===== src/rtl/wb_arbiter_pkg.sv =====
// Shared hart definitions for the writeback path: data/index widths,
// the writeback record carried through the mul/div buffer, and the
// source selector used by the arbiter.
package wb_arbiter_pkg;

  localparam int XLEN  = 64;
  localparam int REG_W = 5;

  typedef struct packed {
    logic [XLEN-1:0]  d;
    logic [REG_W-1:0] rd;
  } wb_t;

  typedef enum logic [1:0] {
    SRC_NONE = 2'd0,
    SRC_ALU  = 2'd1,
    SRC_LD   = 2'd2,
    SRC_MD   = 2'd3
  } src_e;

endpackage


===== src/rtl/wb_arbiter_if.sv =====
// Writeback bus: the three result sources on one side and the register-file
// write port plus pipeline status on the other.
interface wb_arbiter_if;
  import wb_arbiter_pkg::*;

  logic [XLEN-1:0]  alu_d;
  logic [REG_W-1:0] alu_rd;
  logic             alu_vld;

  logic [XLEN-1:0]  ld_d;
  logic [REG_W-1:0] ld_rd;
  logic             ld_vld;
  logic             ld_rdy;

  logic [XLEN-1:0]  md_d;
  logic [REG_W-1:0] md_rd;
  logic             md_vld;
  logic             md_rdy;

  logic [XLEN-1:0]  d;
  logic [REG_W-1:0] rd;
  logic             wr;
  logic             stall;
  logic             busy;

  modport master (
    output alu_d, alu_rd, alu_vld,
    output ld_d, ld_rd, ld_vld,
    output md_d, md_rd, md_vld,
    input  ld_rdy, md_rdy,
    input  d, rd, wr, stall, busy
  );

  modport slave (
    input  alu_d, alu_rd, alu_vld,
    input  ld_d, ld_rd, ld_vld,
    input  md_d, md_rd, md_vld,
    output ld_rdy, md_rdy,
    output d, rd, wr, stall, busy
  );

endinterface


===== src/rtl/wb_fifo.sv =====
// Small synchronous FIFO holding mul/div writeback records until the
// arbiter finds a free write slot. DEPTH must be a power of two so the
// pointers wrap naturally.
module wb_fifo
  import wb_arbiter_pkg::*;
#(
  parameter int DEPTH = 2,
  localparam int PTR_W = (DEPTH > 1) ? $clog2(DEPTH) : 1,
  localparam int CNT_W = $clog2(DEPTH + 1)
) (
  input  logic             clk,
  input  logic             rst,
  input  logic             push,
  input  wb_t              push_data,
  input  logic             pop,
  output wb_t              pop_data,
  output logic             full,
  output logic             empty,
  output logic [CNT_W-1:0] count
);

  wb_t              mem [DEPTH];
  logic [PTR_W-1:0] head;
  logic [PTR_W-1:0] tail;

  // storage write; contents need no reset because count gates every read
  always_ff @(posedge clk) begin
    if (push) mem[tail] <= push_data;
  end

  // pointer and occupancy tracking; push+pop together keeps count steady
  always_ff @(posedge clk) begin
    if (rst) begin
      head  <= '0;
      tail  <= '0;
      count <= '0;
    end else begin
      if (push) tail <= tail + 1'b1;
      if (pop)  head <= head + 1'b1;
      case ({push, pop})
        2'b10:   count <= count + 1'b1;
        2'b01:   count <= count - 1'b1;
        default: ;
      endcase
    end
  end

  assign pop_data = mem[head];
  assign full     = (count == CNT_W'(DEPTH));
  assign empty    = (count == '0);

endmodule


===== src/rtl/wb_arbiter.sv =====
// Writeback arbiter: picks one of ALU / load / buffered mul-div result per
// cycle in fixed priority and registers it onto the register-file write
// port. A starvation counter on the mul/div head raises stall so the
// pipeline eventually frees a slot.
module wb_arbiter
  import wb_arbiter_pkg::*;
#(
  parameter int MD_DEPTH   = 2,
  parameter int STARVE_LIM = 8
) (
  input  logic        clk,
  input  logic        rst,
  wb_arbiter_if.slave bus
);

  localparam int WAIT_W = $clog2(STARVE_LIM + 1);
  localparam int CNT_W  = $clog2(MD_DEPTH + 1);

  src_e             sel;
  wb_t              wb_sel;
  wb_t              md_in;
  wb_t              md_head;
  logic             md_push;
  logic             md_pop;
  logic             md_full;
  logic             md_empty;
  logic [CNT_W-1:0] md_count;
  logic             ld_rdy;
  logic             md_rdy;
  logic             take;

  logic [WAIT_W-1:0] wait_cnt;
  logic [XLEN-1:0]   d_p1;
  logic [REG_W-1:0]  rd_p1;
  logic              wr_p1;
  logic              stall_p1;

  // Handshakes: the FIFO's readiness ignores a same-cycle pop on purpose,
  // keeping md_rdy off the selection path.
  assign ld_rdy  = !rst && !bus.alu_vld;
  assign md_rdy  = !rst && !md_full;
  assign md_push = bus.md_vld && md_rdy;
  assign md_in   = '{d: bus.md_d, rd: bus.md_rd};

  wb_fifo #(
    .DEPTH (MD_DEPTH)
  ) u_fifo (
    .clk       (clk),
    .rst       (rst),
    .push      (md_push),
    .push_data (md_in),
    .pop       (md_pop),
    .pop_data  (md_head),
    .full      (md_full),
    .empty     (md_empty),
    .count     (md_count)
  );

  // fixed-priority selection: ALU, then load, then FIFO head (never a bypass)
  always_comb begin
    sel    = SRC_NONE;
    wb_sel = '0;
    if (bus.alu_vld) begin
      sel    = SRC_ALU;
      wb_sel = '{d: bus.alu_d, rd: bus.alu_rd};
    end else if (bus.ld_vld && ld_rdy) begin
      sel    = SRC_LD;
      wb_sel = '{d: bus.ld_d, rd: bus.ld_rd};
    end else if (!md_empty && !rst) begin
      sel    = SRC_MD;
      wb_sel = md_head;
    end
  end

  assign md_pop = (sel == SRC_MD);
  assign take   = (sel != SRC_NONE) && (wb_sel.rd != '0);

  // ---- stage p1: register-file write port; x0 results are dropped and
  // leave d/rd holding the last real write
  always_ff @(posedge clk) begin
    if (rst) begin
      d_p1  <= '0;
      rd_p1 <= '0;
      wr_p1 <= 1'b0;
    end else begin
      wr_p1 <= take;
      if (take) begin
        d_p1  <= wb_sel.d;
        rd_p1 <= wb_sel.rd;
      end
    end
  end

  // starvation tracking of the FIFO head; stall follows the saturated count
  always_ff @(posedge clk) begin
    if (rst) begin
      wait_cnt <= '0;
      stall_p1 <= 1'b0;
    end else begin
      stall_p1 <= (wait_cnt == WAIT_W'(STARVE_LIM));
      if (md_pop || md_empty)
        wait_cnt <= '0;
      else if (wait_cnt != WAIT_W'(STARVE_LIM))
        wait_cnt <= wait_cnt + 1'b1;
    end
  end

  assign bus.ld_rdy = ld_rdy;
  assign bus.md_rdy = md_rdy;
  assign bus.d      = d_p1;
  assign bus.rd     = rd_p1;
  assign bus.wr     = wr_p1;
  assign bus.stall  = stall_p1;
  assign bus.busy   = (md_count != '0) || wr_p1;

endmodule


===== src/flat_wrapper.sv =====
// flat-port wrapper written by rule: the top's interface ports become plain ports
module wb_arbiter_flat import wb_arbiter_pkg::*;
#(
  parameter int MD_DEPTH   = 2,
  parameter int STARVE_LIM = 8
)
  (clk, rst, bus_alu_d, bus_alu_rd, bus_alu_vld, bus_ld_d, bus_ld_rd, bus_ld_vld, bus_md_d, bus_md_rd, bus_md_vld, bus_ld_rdy, bus_md_rdy, bus_d, bus_rd, bus_wr, bus_stall, bus_busy);
  wb_arbiter_if bus_i ();
  input  logic clk;
  input  logic rst;
  input wire logic [$bits(bus_i.alu_d)-1:0] bus_alu_d;
  input wire logic [$bits(bus_i.alu_rd)-1:0] bus_alu_rd;
  input wire logic [$bits(bus_i.alu_vld)-1:0] bus_alu_vld;
  input wire logic [$bits(bus_i.ld_d)-1:0] bus_ld_d;
  input wire logic [$bits(bus_i.ld_rd)-1:0] bus_ld_rd;
  input wire logic [$bits(bus_i.ld_vld)-1:0] bus_ld_vld;
  input wire logic [$bits(bus_i.md_d)-1:0] bus_md_d;
  input wire logic [$bits(bus_i.md_rd)-1:0] bus_md_rd;
  input wire logic [$bits(bus_i.md_vld)-1:0] bus_md_vld;
  output wire logic [$bits(bus_i.ld_rdy)-1:0] bus_ld_rdy;
  output wire logic [$bits(bus_i.md_rdy)-1:0] bus_md_rdy;
  output wire logic [$bits(bus_i.d)-1:0] bus_d;
  output wire logic [$bits(bus_i.rd)-1:0] bus_rd;
  output wire logic [$bits(bus_i.wr)-1:0] bus_wr;
  output wire logic [$bits(bus_i.stall)-1:0] bus_stall;
  output wire logic [$bits(bus_i.busy)-1:0] bus_busy;
  assign bus_i.alu_d = bus_alu_d;
  assign bus_i.alu_rd = bus_alu_rd;
  assign bus_i.alu_vld = bus_alu_vld;
  assign bus_i.ld_d = bus_ld_d;
  assign bus_i.ld_rd = bus_ld_rd;
  assign bus_i.ld_vld = bus_ld_vld;
  assign bus_i.md_d = bus_md_d;
  assign bus_i.md_rd = bus_md_rd;
  assign bus_i.md_vld = bus_md_vld;
  assign bus_ld_rdy = bus_i.ld_rdy;
  assign bus_md_rdy = bus_i.md_rdy;
  assign bus_d = bus_i.d;
  assign bus_rd = bus_i.rd;
  assign bus_wr = bus_i.wr;
  assign bus_stall = bus_i.stall;
  assign bus_busy = bus_i.busy;
  wb_arbiter #(.MD_DEPTH(MD_DEPTH), .STARVE_LIM(STARVE_LIM)) u_core (.clk(clk), .rst(rst), .bus(bus_i));
endmodule

===== config.mk =====
export PLATFORM = sky130hd
export DESIGN_NAME = wb_arbiter_flat
export DESIGN_NICKNAME = d
export VERILOG_FILES = /design/src/rtl/wb_arbiter_pkg.sv /design/src/rtl/wb_arbiter_if.sv /design/src/rtl/wb_fifo.sv /design/src/rtl/wb_arbiter.sv /design/src/flat_wrapper.sv
export SDC_FILE = /design/constraint.sdc
export NUM_CORES = 1
export LEC_CHECK = 0
export ABC_AREA = 1
export CAP_MARGIN = 10
export CORE_ASPECT_RATIO = 1.2
export CORE_UTILIZATION = 45
export DETAILED_ROUTE_END_ITERATION = 6
export DONT_BUFFER_PORTS = 1
export GPL_TIMING_DRIVEN = 1
export PLACE_DENSITY = 0.58
export SYNTH_ARGS = -nofsm -noshare
export SYNTH_HDL_FRONTEND = slang
export SYNTH_SLANG_ARGS = --single-unit

===== constraint.sdc =====
create_clock -name clk -period 12.6 [get_ports clk]
set_input_delay 3.15 -clock clk [delete_from_list [all_inputs] [get_ports clk]]
set_output_delay 3.15 -clock clk [all_outputs]
set_load 0.03 [all_outputs]

Yosys cells after proc, flatten, opt, wreduce, memory -nomap -nowiden
Memories as Yosys holds them, arrays and structs flattened. A register that Yosys moved wholly into a read port is not among the register bits.
Cells that the tools add are included.
- add/sub/neg operators: 5
- equal/unequal tests: 6
- divide/modulo/power cells: 0
- multipliers: 0
- $lt $le $gt $ge: 0
- reductions and logical operators: 18
- bitwise gates (word level): 0
- shift-type cells: 0
- muxes and demuxes: 11
- operators with widths (cell ; number):
    two-way mux 69 bit ; 3
    == test 2 bit, second input constant ; 3
    logical AND 1 bit ; 6
    two-way mux 2 bit ; 3
    nonzero test 2 bit ; 3
    nonzero test 5 bit ; 1
    adder 4 x 1 -> 4 bit, second input constant ; 1
    == test 4 bit, second input constant ; 1
    zero test 1 bit ; 4
    two-way mux 1 bit ; 4
    != test 4 bit, second input constant ; 1
    case mux 2 bit (2 select lines) ; 1
    adder 1 bit, second input constant ; 2
    adder 2 x 1 -> 2 bit, second input constant ; 1
    == test 2 x 1 -> 1 bit, second input constant ; 1
    zero test 2 bit ; 1
    logical OR 1 bit ; 2
    OR reduction 2 bit ; 1
    subtractor 2 x 1 -> 2 bit, second input constant ; 1
- bits in latches: 0
- output and inout bits: 74
- memories kept: 1
- word-level logic and storage cells: 49
- bits in read-only memories: 0
- register bits: 79
- bits in writable memories: 138
- input bits: 212
- memory list (name ; words ; bits a word ; rd ports ; clocked after Yosys merged registers in ; write ports ; line ; RTL):
    u_core.u_fifo.mem ; 2 ; 69 ; 1 ; 1 ; 1 ; wb_fifo.sv:22 ; wb_t mem [DEPTH];

Longest topological paths before layout
- depth after elaboration: 9
- depth in mapped cells: 14
- mapped depth without buffers: 11

Cells and area by module
A second synthesis with hierarchy kept.
- cells, all modules: 985
- area, all modules: 9526.6 µm²
- by module, submodules not included (module ; cells each ; sequential area each (µm²) ; instances ; area each (µm²)):
    wb_fifo ; 248 ; 4244.1 ; 1 ; 5246.3
    wb_arbiter ; 737 ; 1501.4 ; 1 ; 4280.4

Worst setup path after synthesis
Ideal clock, no wire load.
- kind: input-to-reg
- start: input rst
- end: memory u_core.u_fifo.mem[0][0] in the netlist's numbering (enable)
- data arrival time: 6.988 ns
- path slack: 5.115 ns
- setup time: 0.497 ns
- cell stages on the path: 4
- path buffers: 1
- data required time: 12.103 ns
- cell sequence: buf_6 a21oi_1 nand2_1 nor2_1
- longest elaborated chain between the ends: 5
- RTL lines (element ; line ; RTL):
    from (decl) ; flat_wrapper.sv:10 ; input logic rst;
    zero test 1 bit ; wb_arbiter.sv:41 ; assign md_rdy = !rst && !md_full;
    logical AND 1 bit ; wb_arbiter.sv:41 ;
    net bus_md_rdy ; flat_wrapper.sv:21 ; output wire logic [$bits(bus_i.md_rdy)-1:0] bus_md_rdy;
    logical AND 1 bit ; wb_arbiter.sv:42 ; assign md_push = bus.md_vld && md_rdy;
    two-way mux 1 bit ; wb_fifo.sv:28 ; if (push) mem[tail] <= push_data;
    two-way mux 1 bit (implied by the code) ; wb_fifo.sv:28 ;
    to (decl) ; wb_fifo.sv:22 ;
The timed path passes the listed nets, and every way through them passes these cells.

Worst setup path after layout
- start: input rst
- end: output bus_md_rdy
- longest elaborated chain between the ends: 2
- RTL lines (element ; line):
    zero test 1 bit ; wb_arbiter.sv:41
    logical AND 1 bit ; wb_arbiter.sv:41
    to (decl) ; flat_wrapper.sv:21
Every way passes these cells.

==> run metrics <==
sw frac 0.257; Ys Warns 0; Cells after Synth 1062; Horiz. Die Dim 137 um; vias in the first global route 6753; CTS tree yes; H-tree Lvls 1; Post-DP HPWL 14800 um; crit path time final 6.85 ns; CTS root buf clkbuf_16; ys flop type edfxtp_1; CP Data Required Time 9.45 ns; core area 0.0212 sq mm; via count 7087; pwr/cell area 160 mW/mm^2; CP Class input port to output pin; average via count per standard cell 5.39; dominant delay contributor by cell family on the critical path compound AO/OA/AOI/OAI gates; Synth cell types 32; routed length per instance 18.6 um; Synth area leader edfxtp_1; top-count cell post-synth nand2_1; share of layout cells above drive strength 1 0.111; RSZ-0062 raised after global routing no; area of the multi-input gates 0.00361 sq mm; Slew HR 0.254; Reg area 0.00575 sq mm; # setup viols final 0; cell area after synthesis 0.00984 sq mm; # Post-CTS Setup Buffers 0; Syn-to-layout area delta 8.00%; Worst Setup End Kind output pin; Setup Skew 0.00843 ns; P_sw 436 uW; Slowest-stage cell, CP a21oi_1; routability congestion estimate 0.770; Seq/Total Area, Yosys 0.584; Starting Density 0.464; crit-path max cell delay 0.55 ns; port bufs 0; Max Cap Viol 0; DR DRC count 0; Buf+Inv Stages, Crit Path 0; post-synth top area share 0.421; maximum vdd drop 0.0000968 V; largest net degree at the start of global routing 94; Die Area 0.0225 sq mm; most frequent cells after synthesis 354 x nand2_1, 138 x edfxtp_1, 96 x nand3_1; Nets 1239; Worst EP arrival 3.70 ns; CTS sink cnt 218; flops & latches, synth 218; crit path cell chain a21oi_1; Rows 58; Syn Area/Cell 9.27 sq um; Net Count, Synth 1277; Max Transition Viols Final 0; Fillers 2020; Worst-Margin Slew 1.12 ns; initial antenna violation count 2; clk slew on worst S/H paths 0.06 ns; GRT Overall Usage 0.215; clock share of power 0.413; internal power 1260 uW; worst hold path class flop to flop; DIE HEIGHT 164 um; antenna-violating nets left 0; Pwr Total 1700 uW; Leakage Power 0.00420 uW; Final Hold Fails 0; Fin Setup TNS 0 ns; DP Area 0.00983 sq mm; wire length of the first global-routing pass 36700 um; Worst-Skew Late Latency 0.51 ns; Max Root-Sink Buffers 3; crit-path max FO 8; Post-CTS Resized 0; io pins 286; Final period util 0.544; outcome finished, final reports clean; CTS Hold Bufs 0; Sequential Power Share 0.505; largest cells by area after synthesis edfxtp_1 42%, dfxtp_1 16%, nand2_1 14%, nand3_1 4.9%, nand3_2 4.1%; Design Area, Final 0.0106 sq mm; CP Launch Type input port; overall routed net length 24500 um; TritonCTS Buffers 24; drt first pass iters 4; EDFF count, synth 138; Fmax achieved 146 MHz; Starting DRT DRC Count 364; FFs w/ async S/R, synth 0; Comb pwr share 0.082; total gr overflow 0
==> final timing paths <==
kind                                         to                       startpoint  cells after the start  slack (ns)
setup reg to reg  u_core.bus.d[22]$_SDFFE_PP0P_                             flop                     13        9.03
hold / removal                             flop  u_core.u_fifo.head$_SDFFE_PP0P_                      1        0.45
setup / recovery                     bus_md_rdy                              rst                      1        5.75
hold reg to reg                            flop  u_core.u_fifo.head$_SDFFE_PP0P_                      1        0.45
==> state kept, by name (all words and copies together) (netlist names), named ones only <==
register             flops
u_core.u_fifo.head       1
u_core.bus.rd            5
u_core.bus.d            64
u_core.bus.wr            1
u_core.u_fifo.mem      138
u_core.u_fifo.count      2
u_core.u_fifo.tail       1
u_core.bus.stall         1
u_core.wait_cnt          4
==> power groups by stage <==
stage | Sequential, uW | Clock (uW) | Combinational [uW]
floorplan | 868 | 0 | 123
global placement | 873 | 0 | 140
detailed placement | 874 | 0 | 142
CTS | 858 | 722 | 142
global route | 862 | 747 | 159
finish | 858 | 703 | 140
==> through the flow <==
step                std cells   util  hold slack (ns)  setup slack, ns
CTS                      1312  0.501            0.447             5.75
global route             1314  0.501            0.481             5.73
floorplan                1062      -            0.426             5.12
finish                   1314  0.501            0.451             5.75
global placement         1268  0.464            0.430             5.76
detailed placement       1268  0.464            0.441             5.76
==> placed cells by master, fill, tap and decap left out, drive strengths merged, types with 3 or more instances in the layout <==
cell      n
buf       8
a21oi    75
inv      19
nand3   137
dfxtp    80
edfxtp  138
nand2   367
ha        3
bufinv    3
clkinv   13
or2       4
o21ai    74
nor2     88
clkbuf   28
==> area by class of cell <==
cell class | count | area share
clock inverters | 16 | 0.0148
flip-flops and latches | 218 | 0.541
diodes | 2 | 0.000471
multi-input cells | 753 | 0.340
repair buffers | 8 | 0.00565
clock buffers | 28 | 0.0599
inverters | 19 | 0.00695
well taps | 270 | 0.0318
==> cell families (layout without fill, tap and decap cells) <==
group / after synthesis / after routing / share of synthesized area
XOR/XNOR: 1 / 1 / 0.000890
buffers and inverters: 91 / 71 / 0.0509
adder cells (fa/ha/maj): 3 / 3 / 0.00382
flip-flops: 218 / 218 / 0.584
other: 0 / 2 / 0
AO/OA/AOI/OAI: 150 / 150 / 0.0792
AND/OR/NAND/NOR: 599 / 599 / 0.281
==> metal layers <==
| layer | GRT usage | wire, um | vias to the layer above |
|---|---|---|---|
| li1 | - | - | 3489 |
| met1 | 0.252 | 9790 | 3328 |
| met2 | 0.367 | 11800 | 230 |
| met3 | 0.0685 | 2240 | 40 |
| met4 | 0.0729 | 603 | 0 |
| met5 | 0 | 0 | - |
Note: power is estimated with default switching activity, not from simulation.
